==> src/rtl/timer_multi.sv <==
// Purpose: NCH independent prescaled up-counters with period compare, one-shot mode, irq and toggle outputs.
// Latency: reads are combinational (zero cycles); writes land at the next edge; irq lags TMR/IE by one cycle.
// Backpressure: none; every wren/rden cycle is accepted, and a read of CONTROL clears TMR at that edge.
module timer_multi #(
  parameter int          WIDTH     = 32,
  parameter int          NCH       = 4,
  parameter int          PSC_WIDTH = 8,
  parameter logic [31:0] PERIOD    = 32'h0000000F,
  parameter logic        ENBIT     = 1'b0
) (
  input  logic                      clk,
  input  logic                      reset,
  input  logic [WIDTH-1:0]          din,
  output logic [WIDTH-1:0]          dout,
  input  logic                      wren,
  input  logic                      rden,
  input  logic [$clog2(NCH)+1:0]    addr,
  output logic                      irq,
  output logic [NCH-1:0]            tog
);

  localparam int CW = (NCH > 1) ? $clog2(NCH) : 1;
  localparam int AW = $clog2(NCH) + 2;
  localparam logic [WIDTH-1:0] PERIOD_RST = PERIOD[WIDTH-1:0];

  localparam logic [1:0] REG_TIMER  = 2'd0;
  localparam logic [1:0] REG_PERIOD = 2'd1;
  localparam logic [1:0] REG_CTRL   = 2'd2;
  localparam logic [1:0] REG_PSC    = 2'd3;

  // Per-channel state
  logic [WIDTH-1:0]     timer_q   [NCH];
  logic [WIDTH-1:0]     timer_d   [NCH];
  logic [WIDTH-1:0]     period_q  [NCH];
  logic [WIDTH-1:0]     period_d  [NCH];
  logic [PSC_WIDTH-1:0] psc_q     [NCH];
  logic [PSC_WIDTH-1:0] psc_d     [NCH];
  logic [PSC_WIDTH-1:0] psc_cnt_q [NCH];
  logic [PSC_WIDTH-1:0] psc_cnt_d [NCH];
  logic [NCH-1:0]       en_q, en_d;
  logic [NCH-1:0]       tmr_q, tmr_d;
  logic [NCH-1:0]       tog_q, tog_d;
  logic [NCH-1:0]       os_q, os_d;
  logic [NCH-1:0]       ie_q, ie_d;
  logic                 irq_q;

  logic [CW-1:0]        ch_sel;
  logic [1:0]           reg_sel;
  logic [NCH-1:0]       hit;
  logic [NCH-1:0]       tick;
  logic [WIDTH-1:0]     rdata;

  assign reg_sel = addr[1:0];

  generate
    if (NCH > 1) begin : g_multi
      assign ch_sel = addr[AW-1:2];
    end else begin : g_single
      assign ch_sel = 1'b0;
    end
  endgenerate

  // Channel decode and prescaler tick for each channel
  always_comb begin
    hit  = '0;
    tick = '0;
    for (int c = 0; c < NCH; c++) begin
      hit[c]  = (ch_sel == CW'(c));
      tick[c] = en_q[c] && (psc_cnt_q[c] == psc_q[c]);
    end
  end

  // Next state: read-clear, then terminal/count update, then CPU write (last assignment wins)
  always_comb begin
    en_d  = en_q;
    tmr_d = tmr_q;
    tog_d = tog_q;
    os_d  = os_q;
    ie_d  = ie_q;
    for (int c = 0; c < NCH; c++) begin
      timer_d[c]   = timer_q[c];
      period_d[c]  = period_q[c];
      psc_d[c]     = psc_q[c];
      psc_cnt_d[c] = psc_cnt_q[c];

      if (en_q[c]) begin
        psc_cnt_d[c] = tick[c] ? '0 : psc_cnt_q[c] + 1'b1;
      end

      // Lowest priority: a CONTROL read acknowledges the pending event
      if (rden && hit[c] && (reg_sel == REG_CTRL)) begin
        tmr_d[c] = 1'b0;
      end

      // A terminal event overrides the read-clear so it is never lost
      if (tick[c]) begin
        if (timer_q[c] == period_q[c]) begin
          timer_d[c] = '0;
          tmr_d[c]   = 1'b1;
          tog_d[c]   = ~tog_q[c];
          if (os_q[c]) begin
            en_d[c] = 1'b0;
          end
        end else begin
          timer_d[c] = timer_q[c] + 1'b1;
        end
      end

      // Highest priority: the CPU write to the addressed register
      if (wren && hit[c]) begin
        unique case (reg_sel)
          REG_TIMER: begin
            timer_d[c]   = din;
            psc_cnt_d[c] = '0;
          end
          REG_PERIOD: begin
            period_d[c] = din;
          end
          REG_CTRL: begin
            en_d[c]  = din[0];
            tmr_d[c] = din[1];
            tog_d[c] = din[2];
            os_d[c]  = din[3];
            ie_d[c]  = din[4];
          end
          REG_PSC: begin
            psc_d[c]     = din[PSC_WIDTH-1:0];
            psc_cnt_d[c] = '0;
          end
          default: begin
          end
        endcase
      end
    end
  end

  // State registers with asynchronous reset to the parameterised defaults
  always_ff @(posedge clk or posedge reset) begin
    if (reset) begin
      for (int c = 0; c < NCH; c++) begin
        timer_q[c]   <= '0;
        period_q[c]  <= PERIOD_RST;
        psc_q[c]     <= '0;
        psc_cnt_q[c] <= '0;
      end
      en_q  <= {NCH{ENBIT}};
      tmr_q <= '0;
      tog_q <= '0;
      os_q  <= '0;
      ie_q  <= '0;
      irq_q <= 1'b0;
    end else begin
      for (int c = 0; c < NCH; c++) begin
        timer_q[c]   <= timer_d[c];
        period_q[c]  <= period_d[c];
        psc_q[c]     <= psc_d[c];
        psc_cnt_q[c] <= psc_cnt_d[c];
      end
      en_q  <= en_d;
      tmr_q <= tmr_d;
      tog_q <= tog_d;
      os_q  <= os_d;
      ie_q  <= ie_d;
      irq_q <= |(tmr_q & ie_q);
    end
  end

  // Read mux for the addressed channel; unused bits stay zero
  always_comb begin
    rdata = '0;
    unique case (reg_sel)
      REG_TIMER:  rdata = timer_q[ch_sel];
      REG_PERIOD: rdata = period_q[ch_sel];
      REG_CTRL:   rdata[4:0] = {ie_q[ch_sel], os_q[ch_sel], tog_q[ch_sel], tmr_q[ch_sel], en_q[ch_sel]};
      REG_PSC:    rdata[PSC_WIDTH-1:0] = psc_q[ch_sel];
      default:    rdata = '0;
    endcase
  end

  assign dout = rden ? rdata : '0;
  assign irq  = irq_q;
  assign tog  = tog_q;

endmodule

==> config.mk <==
export PLATFORM = sky130hd
export DESIGN_NAME = timer_multi
export DESIGN_NICKNAME = d
export VERILOG_FILES = /design/src/rtl/timer_multi.sv
export SDC_FILE = /design/constraint.sdc
export NUM_CORES = 1
export LEC_CHECK = 0
export BUFFER_PORTS_ARGS = -buffer_cell sky130_fd_sc_hd__buf_2
export CORE_ASPECT_RATIO = 1.25
export CORE_UTILIZATION = 44
export CTS_CLUSTER_SIZE = 8
export DETAILED_ROUTE_END_ITERATION = 6
export PLACE_DENSITY = 0.62
export SLEW_MARGIN = 5
export SYNTH_ARGS = -nofsm -noshare
export SYNTH_HDL_FRONTEND = slang
export SYNTH_SLANG_ARGS = --single-unit
==> constraint.sdc <==
create_clock -name clk -period 13.1 [get_ports clk]
set_clock_uncertainty 0.1 [all_clocks]
set_input_delay 0 -clock clk [delete_from_list [all_inputs] [get_ports clk]]
set_output_delay 0 -clock clk [all_outputs]
set_load 0.005 [all_outputs]
==> run summary <==
Finish-stage setup viols: 0
critical path endpoint category: flop
slew margin rel.: 15.3%
FFs w/ async S/R, synth: 100%
Initial DRC Count: 1585
die height: 243 um
hold-critical path depth: 5
RD Place Congestion: 0.978
final worst path period share: 28.6%
Fillers: 4075
CP required: 13.40 ns
ys flop type: dfrtp_1
die area: 47200 um^2
worst slew pin tran: 1.27 ns
Via-to-Cell Ratio: 6.39
Final nets: 2015
post-cts sizing count: 0
Worst Setup Path Type: flop to flop
initial antenna violation count: 0
Critical Path AT: 4.04 ns
clock-pin slew on the worst setup and hold paths: 0.05 ns
R2R Path Start: timer_q[25]
Mapped Area: 20400 um^2
# diodes: 0
Seq cells post-synth: 341
r2r worst-path depth: 6
register area share after synthesis: 42.0%
critical path's slowest cell: nand2_1
CP delay by family, top: simple AND/OR/NAND/NOR gates
crit path max fanout: 24
R2R Path End: timer_q[15]
number of synthesized flops with an enable pin: 0
Cell variety after synth: 64
PortBufs: 76
Pre-antenna DRT Iters: 5
DR WL/cell: 27.3 um
# clock sinks: 341
latest clock arrival within the worst-skew pair: 0.59 ns
number of buffers and inverters on the critical path: 0
hold_sp: addr[1]
Syn Area/Cell: 10.7 um^2
Crit. Startpoint: timer_q[25]
Die Wd: 194 um
Core Rows: 87
power density cells: 173 nW/um^2
Final ANT Viol Nets: 0
WHS: 0.0271 ns
total gr overflow: 0
final setup TNS: 0 ns
GRT Resource Usage Total: 30.1%
R2R Setup Slk: 9.35 ns
dpl hpwl: 48.8 mm
root buf cell: clkbuf_16
Layout area overhead: 11.7%
Remaining DRCs: 0
H-tree depth: 2
Gate Count Post-Synth: 1907
IO Pins: 77
Max clock buf depth: 3
CTS tree: built
Slew Viols, Final: 0
share of layout cells above drive strength 1: 23.6%
vias in the first global route: 16019
Final Critical Period: 3.75 ns
Hold Path Class: input port to flop
Num CTS Buffers: 48
Starting Density: 44.9%
core area: 45400 um^2
final hold viol count: 0
LEAKAGE: 8.88 nW
crit path cell chain: xnor2_1 -> nand4_1 -> nor4_1 -> nand3_1 -> nand2_1 -> o21ai_0
Yosys warnings: 0
Post-Syn Nets: 1959
maxcap violations: 0
multi-input logic area: 11300 um^2
via count: 16375
Worst setup SP type: flop
RSZ-0062 raised after global routing: false
maximum VDD drop: 0.115 mV
FMAX: 0.267 GHz
status: finished clean
first-pass GRT wire length: 106 mm
Sequential cell area: 8550 um^2
Worst Hold End: psc_cnt_q[24]
Routed Wire Length: 70.0 mm
largest net degree at the start of global routing: 151
CP peak stage delay: 0.95 ns
-- registers in the layout, indices dropped and copies added, names as in the netlist --
name       cells
period_q     128
timer_q      128
psc_cnt_q     32
psc_q         32
en_q           4
ie_q           4
os_q           4
tmr_q          4
tog            4
irq            1
-- power by group --
part / total [mW] / switching, mW / internal (mW)
Clock: 1.14 / 0.469 / 0.676
Sequential: 1.71 / 0.394 / 1.31
Combinational: 1.08 / 0.554 / 0.528
Total: 3.93 / 1.42 / 2.52
-- cells in the final DEF, fill, tap and decap left out, drive strengths merged, types with 2 or more instances in the layout --
cell type      n
mux2         162
nor3          32
xor2         105
or3            9
nand4         81
nand3         80
ha            12
a21o           3
inv           12
a2bb2oi        2
and3          32
or2            6
mux4          77
o21ai        129
nor2          90
o31ai          3
nor4b          2
nand3b         3
nand4b         8
a31oi         14
a211oi         9
nor3b          3
nor4          24
nand2        203
dlygate4sd3   33
xnor2        179
nand2b         8
a21oi         53
a22oi         33
buf           92
clkbuf        68
nor2b         34
and2          19
and4          11
mux2i          3
dfstp         16
dfrtp        325
-- repair_timing --
item / CTS / global route
hold buffers: 33 / 0
buffers inserted: 0 / 0
endpoints found under the hold margin: 430 / 0
-- through the flow --
| stage | total power [mW] | area, um^2 | cells | utilization, % | worst slack, ns |
|---|---|---|---|---|---|
| after floorplan | 2.34 | 20400 | 1907 | - | 3.57 |
| after global placement | 2.73 | 21100 | 2458 | 46.5 | 9.65 |
| after detailed placement | 2.76 | 21100 | 2458 | 46.5 | 9.58 |
| after CTS | 3.92 | 22800 | 2562 | 50.2 | 9.58 |
| after global routing | 4.09 | 22800 | 2562 | 50.2 | 9.39 |
| final | 3.93 | 22800 | 2562 | 50.2 | 9.35 |
-- routing by layer --
| metal | vias up | routed length (um) | GRT usage (%) | part of all wire, % |
|---|---|---|---|---|
| met3 | 240 | 5860 | 5.66 | 8.4 |
| met5 | - | 0 | 0 | 0 |
| met4 | 0 | 4830 | 18.7 | 6.9 |
| met2 | 933 | 32500 | 47.3 | 46 |
| met1 | 8245 | 26800 | 38.3 | 38 |
| li1 | 6957 | - | - | - |
-- worst max-delay path by stage --
| stage | endpoint | depth (start not counted) | slack, ns |
|---|---|---|---|
| 3_3_place_gp | timer_q[15] | 7 | 9.65 |
| 5_1_grt | timer_q[7] | 6 | 9.39 |
| 6_report | timer_q[15] | 6 | 9.35 |
| 4_1_cts | timer_q[15] | 6 | 9.58 |
| 3_5_place_dp | timer_q[15] | 7 | 9.58 |
| 2_1_floorplan | en_q[0] | 1 | 3.57 |
-- worst register-to-register path: stages (launching register included) --
cell and delay, ns:
dfrtp_1 0.44, xnor2_1 0.55, nand4_1 0.17, nor4_1 0.84, nand3_1 0.25, nand2_1 0.95, o21ai_0 0.26
-- cell type report --
type / count / area share, %
repair buffers: 125 / 3.74
multi-input cells: 1437 / 49.5
flip-flops and latches: 341 / 37.6
clock buffers: 68 / 5.70
inverters: 10 / 0.198
well taps: 578 / 3.18
clock inverters: 3 / 0.0989
-- kinds of logic (layout without fill, tap and decap cells) --
family	Yosys count	after routing	synth area share, %
AND/OR/NAND/NOR	647	647	17.3
flip-flops	341	341	42.0
XOR/XNOR	284	284	12.2
AO/OA/AOI/OAI	252	252	7.28
multiplexers	242	242	17.6
buffers and inverters	129	206	2.88
adder cells (fa/ha/maj)	12	12	0.737
-- synth_stat cells, drive strengths merged (2+ instances only) --
master | instances | area [um^2]
a211oi | 9 | 108
a21o | 3 | 22.5
a21oi | 53 | 265
a22oi | 33 | 248
a2bb2oi | 2 | 17.5
a31oi | 14 | 87.6
and2 | 19 | 119
and3 | 32 | 203
and4 | 11 | 96.3
buf | 58 | 315
clkbuf | 60 | 225
dfrtp | 325 | 8130
dfstp | 16 | 420
ha | 12 | 150
inv | 10 | 37.5
mux2 | 162 | 1820
mux2i | 3 | 30.0
mux4 | 77 | 1730
nand2 | 203 | 769
nand2b | 8 | 50.1
nand3 | 80 | 420
nand3b | 3 | 22.5
nand4 | 81 | 528
nand4b | 8 | 70.1
nor2 | 90 | 340
nor2b | 34 | 213
nor3 | 32 | 241
nor3b | 3 | 22.5
nor4 | 24 | 282
nor4b | 2 | 30.0
o21ai | 129 | 646
o31ai | 3 | 22.5
or2 | 6 | 37.5
or3 | 9 | 56.3
xnor2 | 179 | 1570
xor2 | 105 | 927
Power figures use the tool's default switching activity.
